<file path="src/rtl/uart_block_tx_sched.sv">
// uart_block_tx_sched: round-robin arbiter for two 128-bit block requesters that
// serialises each granted block into 16 bytes for a UART byte transmitter.
module uart_block_tx_sched #(
  parameter int BYTE_GAP = 0
) (
  input  logic         clk,
  input  logic         rst_n,
  input  logic         req0_valid,
  input  logic [127:0] req0_data,
  output logic         req0_ready,
  input  logic         req1_valid,
  input  logic [127:0] req1_data,
  output logic         req1_ready,
  output logic         byte_valid,
  output logic [7:0]   byte_data,
  input  logic         byte_ready,
  output logic         busy,
  output logic         grant_id,
  output logic         done
);
  typedef enum logic [1:0] {IDLE, SEND, GAP} state_t;
  localparam logic [15:0] GAP_LAST = 16'(BYTE_GAP - 1);
  state_t        state_q, state_d;
  logic [127:0]  buf_q, buf_d;
  logic [3:0]    cnt_q, cnt_d;
  logic [15:0]   gap_q, gap_d;
  logic          grant_q, grant_d, last_q, last_d;
  logic          sel, accept, take;
  always_comb begin
    sel        = (req0_valid && req1_valid) ? ~last_q : req1_valid;
    accept     = rst_n && state_q == IDLE && (req0_valid || req1_valid);
    take       = state_q == SEND && byte_ready;
    req0_ready = accept && !sel;
    req1_ready = accept && sel;
    byte_valid = state_q == SEND;
    byte_data  = buf_q[127:120];
    busy       = state_q != IDLE;
    grant_id   = grant_q;
    done       = take && cnt_q == 4'hf;
    state_d    = state_q;
    buf_d      = buf_q;
    cnt_d      = cnt_q;
    gap_d      = gap_q;
    grant_d    = grant_q;
    last_d     = last_q;
    case (state_q)
      IDLE: if (accept) begin
        state_d = SEND;
        buf_d   = sel ? req1_data : req0_data;
        cnt_d   = 4'd0;
        grant_d = sel;
      end
      SEND: if (take) begin
        buf_d = {buf_q[119:0], 8'h00};
        cnt_d = cnt_q + 4'd1;
        gap_d = 16'd0;
        if (done) begin
          state_d = IDLE;
          last_d  = grant_q;
        end else if (BYTE_GAP != 0) state_d = GAP;
      end
      GAP: begin
        // GAP lasts exactly BYTE_GAP cycles, so the next byte lands BYTE_GAP+1 after acceptance
        gap_d = gap_q + 16'd1;
        if (gap_q == GAP_LAST) state_d = SEND;
      end
      default: state_d = IDLE;
    endcase
  end
  always_ff @(posedge clk or negedge rst_n) begin
    if (!rst_n) begin
      state_q <= IDLE;
      buf_q   <= '0;
      cnt_q   <= '0;
      gap_q   <= '0;
      grant_q <= 1'b0;
      last_q  <= 1'b1;
    end else begin
      state_q <= state_d;
      buf_q   <= buf_d;
      cnt_q   <= cnt_d;
      gap_q   <= gap_d;
      grant_q <= grant_d;
      last_q  <= last_d;
    end
  end
endmodule

</file>
<file path="config.mk">
export PLATFORM = sky130hd
export DESIGN_NAME = uart_block_tx_sched
export DESIGN_NICKNAME = d
export VERILOG_FILES = /design/src/rtl/uart_block_tx_sched.sv
export SDC_FILE = /design/constraint.sdc
export NUM_CORES = 1
export LEC_CHECK = 0
export CORE_MARGIN = 3
export CORE_UTILIZATION = 43
export CTS_BUF_LIST = sky130_fd_sc_hd__clkbuf_2 sky130_fd_sc_hd__clkbuf_4 sky130_fd_sc_hd__clkbuf_8
export DETAILED_ROUTE_END_ITERATION = 16
export HOLD_SLACK_MARGIN = 0.1
export PLACE_DENSITY = 0.8
export SLEW_MARGIN = 20
export SYNTH_ARGS = -nofsm -noshare
export SYNTH_HDL_FRONTEND = slang
export SYNTH_SLANG_ARGS = --single-unit
</file>
<file path="constraint.sdc">
create_clock -name clk -period 1.3 [get_ports clk]
set_input_delay 0.195 -clock clk [delete_from_list [all_inputs] [get_ports clk]]
set_output_delay 0.195 -clock clk [all_outputs]
set_load 0.1 [all_outputs]
</file>
==> summary.txt <==
Outcome
  • Outcome: finished, violations left
  • Failing checks: negative setup slack

STA
  • Final period util: 167%
  • RSZ-0062 raised after global routing: yes
  • Worst Max-Slew Pin Slew: between 1 and 1.5 ns
  • Clock Skews: 0.0218 ns
  • Tmin final: between 2 and 2.5 ns
  • Final Slew Violations: 0
  • Rel. slew slack: 26.0%
  • Maximum clock frequency: between 0.4 and 0.5 GHz
  • Final Setup Violations: ~140
  • Final setup margin: -0.877 ns
  • Final Hold Vio Count: 0

Finish
  • Fin area: between 15000 and 20000 um^2
  • Share of layout cells above drive strength 1: a little over a third
  • Fillers: approximately 580
  • Fin nets: between 1000 and 1500
  • Area of the multi-input gates: between 6000 and 7000 um^2
  • Non-filler instance count after layout: ~1500
  • Synth-to-Final Area Change: 102%
  • Storage cell area: 3390 um^2

Logic synthesis
  • Syn_area_per_cell: about 9 um^2
  • Synth Flop Type: dfrtp_1
  • Cell taking the most area after synthesis: dfrtp_1
  • Async SR Flop Fraction: 100%
  • Top post-synthesis cells by count: 185 x nand2_1, 134 x dfrtp_1, 120 x a221oi_1, 91 x a31oi_1, 91 x and3_1
  • #FFs+latches synth: between 100 and 150
  • Synthesized instance count: 900
  • Synth top area share: 42.5%
  • Yosys warnings: 0
  • Syn_nets: 1162
  • Area contributors post-synth: dfrtp_1 42%, a221oi_1 13%, nand2_1 8.8%, a31oi_1 7.2%, and3_1 7.2%
  • Post-Synthesis Cell Area: 7900 um^2
  • Cell variety after synth: 33
  • Sequential share of the synthesized area: a little over two fifths
  • EDFF count, synth: 0
  • Count leader, synth: nand2_1

Floorplanning
  • Row count: 48
  • Core Region: 17700 um^2
  • # IOs: between 200 and 300
  • Die area: between 20000 and 25000 um^2
  • Die height: 142 um
  • Die X: 142 um
  • Starting density of the core: about 45%

Setup path
  • WS Path Type: reg2reg
  • CP max FO: 7
  • Most used cell, CP: buf_12
  • CP max stage delay: 0.61 ns
  • Worst path cell trace: buf_12 > buf_8 > buf_12 > buf_12 > nand2_8 > buf_12 > a221oi_2 > a31oi_1
  • CP Buf/Inv Count: 5
  • Worst Setup End Kind: flip-flop
  • WP data required: between 1.5 and 2 ns
  • CP Launch Type: flip-flop
  • Crit-path slowest cell: a221oi_2
  • Crit path arrival time: roughly 2.5 ns
  • Largest delay contributor family on the critical path: compound AO/OA/AOI/OAI gates

Clock tree
  • CTS tree: built
  • Worst skew pair latency: roughly 0.48 ns
  • CTS buffer count: 17
  • Clk buf depth: 2
  • Clk sinks: roughly 140
  • CTS H-Tree Depth: 4
  • Root buffer cell: clkbuf_8
  • Clock slew at reported path FFs: around 0.08 ns

Routing
  • Drt wl/cell: 33.1 um
  • Met2 routed WL: ~22000 um
  • Via density: 7.31
  • Starting DRT DRC Count: between 1000 and 1500
  • Top Metal Used: met5
  • Via count: 10600
  • Detail Route Antenna Nets: 0
  • Post-Route M1 WL: roughly 16000 um
  • Met3 Wirelength: 5370 um
  • Pre-antenna DRT Iters: 6
  • WL final: between 40000 and 50000 um
  • # DRC: 0

Power
  • Pwr Density: 1630 nW/um^2
  • Tot Pwr: 26.0 mW
  • Leak Pwr: about 6.4 nW
  • Maximum vdd drop: between 1000 and 1500 uV

GRT
  • Vias in the first global route: 10300
  • Grt total ovfl: 0
  • Initial antenna violation count: 2
  • GRT Total Usage: between 30 and 40%
  • Largest net degree at the start of global routing: ~140
  • First-pass GRT wire length: 60800 um

Placement
  • Placed insts: 1343
  • Pre-CTS setup slack: -0.619 ns
  • Half-perimeter wire length after placement: around 19000 um
  • Port-buffer cells: between 200 and 300
  • Gp weighted congestion: between 0.8 and 0.9
  • Placed cell areas: about 11000 um^2

Min path
  • Hold Crit Class: in2reg

Run
  • Max-Cap Viols: 0
layout by cell type, fill, tap and decap left out, types with 3 or more instances in the layout:
master,synthesis,layout
nor2_4,0,5
o31ai_4,0,24
and3_4,0,18
dfrtp_2,0,3
buf_4,11,33
nor2_1,32,29
and2_1,30,29
mux2i_4,0,3
a31oi_2,0,5
bufinv_16,0,6
a221oi_2,0,56
buf_8,0,11
a221oi_1,120,12
a31oi_1,91,47
mux2i_2,0,4
nand2_8,0,3
clkdlybuf4s50_1,0,257
and3_1,91,73
o211ai_1,29,29
nand2_1,185,183
buf_16,0,20
clkbuf_8,0,21
a31oi_4,0,39
o2bb2ai_2,0,7
dfrtp_1,134,130
o31ai_2,0,5
buf_12,0,68
buf_6,3,19
a221oi_4,0,52
report_power, final:
group          total (mW)  leakage, nW  internal, mW  switching, mW
Sequential           7.51         1.79          5.74           1.77
Combinational        13.8         4.33          6.77           7.07
Clock                4.64        0.256          2.69           1.95
Total                26.0         6.38          15.2           10.8
final cells by class:
cell class	count	share of cell area, %
multi-input cells	646	41.0
repair buffers	414	32.8
flip-flops and latches	135	21.2
clock buffers	21	1.81
well taps	225	1.76
clock inverters	11	1.36
inverters	1	0.0549
diodes	1	0.0157
cell families (layout without fill, tap and decap cells):
group | count (synthesis) | after routing | synth area share [%]
AND/OR/NAND/NOR | 344 | 346 | 20.3
multiplexers | 10 | 10 | 1.30
AO/OA/AOI/OAI | 288 | 288 | 27.8
buffers and inverters | 121 | 447 | 7.48
adder cells (fa/ha/maj) | 1 | 1 | 0.158
flip-flops | 135 | 135 | 42.8
other | 0 | 1 | 0
XOR/XNOR | 1 | 1 | 0.111
state kept, by name, indices dropped and copies added, names as in the netlist:
name / count
cnt_q: 4
last_q: 1
buf_q: 128
grant_id: 1
state_q: 1
stage by stage:
step	hold slack, ns	util (%)	setup TNS, ns
2_1_floorplan	-0.101	-	-40.76
3_3_place_gp	0.427	64.4	-72.35
3_5_place_dp	0.429	64.4	-74.55
4_1_cts	0.290	85.7	-54.42
5_1_grt	0.287	90.3	-68.81
6_report	0.292	90.3	-67.13
path summary, 6_finish.rpt:
| kind | start | slack (ns) | end | cells past startpoint |
|---|---|---|---|---|
| worst max register to register | state_q[0]$_DFFE_PN0P_ | -0.88 | buf_q[85]$_DFFE_PN0P_ | 8 |
| min in group asynchronous | rst_n | 0.52 | buf_q[72]$_DFFE_PN0P_ | 3 |
| max in group asynchronous | rst_n | 0.14 | buf_q[68]$_DFFE_PN0P_ | 3 |
| worst max-delay path | state_q[0]$_DFFE_PN0P_ | -0.88 | buf_q[85]$_DFFE_PN0P_ | 8 |
| worst min register to register | buf_q[2]$_DFFE_PN0P_ | 0.51 | buf_q[2]$_DFFE_PN0P_ | 1 |
| worst min-delay path | req0_data[22] | 0.29 | buf_q[22]$_DFFE_PN0P_ | 3 |
timing repair:
item                       in CTS  in global routing
gates cloned                   36                  1
buffers inserted               56                  7
hold endpoints to repair      134                  0
gates resized for setup       292                154
hold buffers                    1                  0
pin swaps                      79                 46
setup endpoints to repair     140                142
per-layer routing:
metal	vias up	track usage, %
met5	-	0
li1	4096	-
met1	5074	47.8
met4	2	22.0
met3	389	8.26
met2	1072	65.3
worst reg2reg max path, stage by stage (launching register included):
cell and delay, ns:
dfrtp_4 0.48, buf_12 0.13, buf_8 0.12, buf_12 0.13, buf_12 0.11, nand2_8 0.10
buf_12 0.20, a221oi_2 0.61, a31oi_1 0.16
Note: power is estimated with default switching activity, not from simulation.
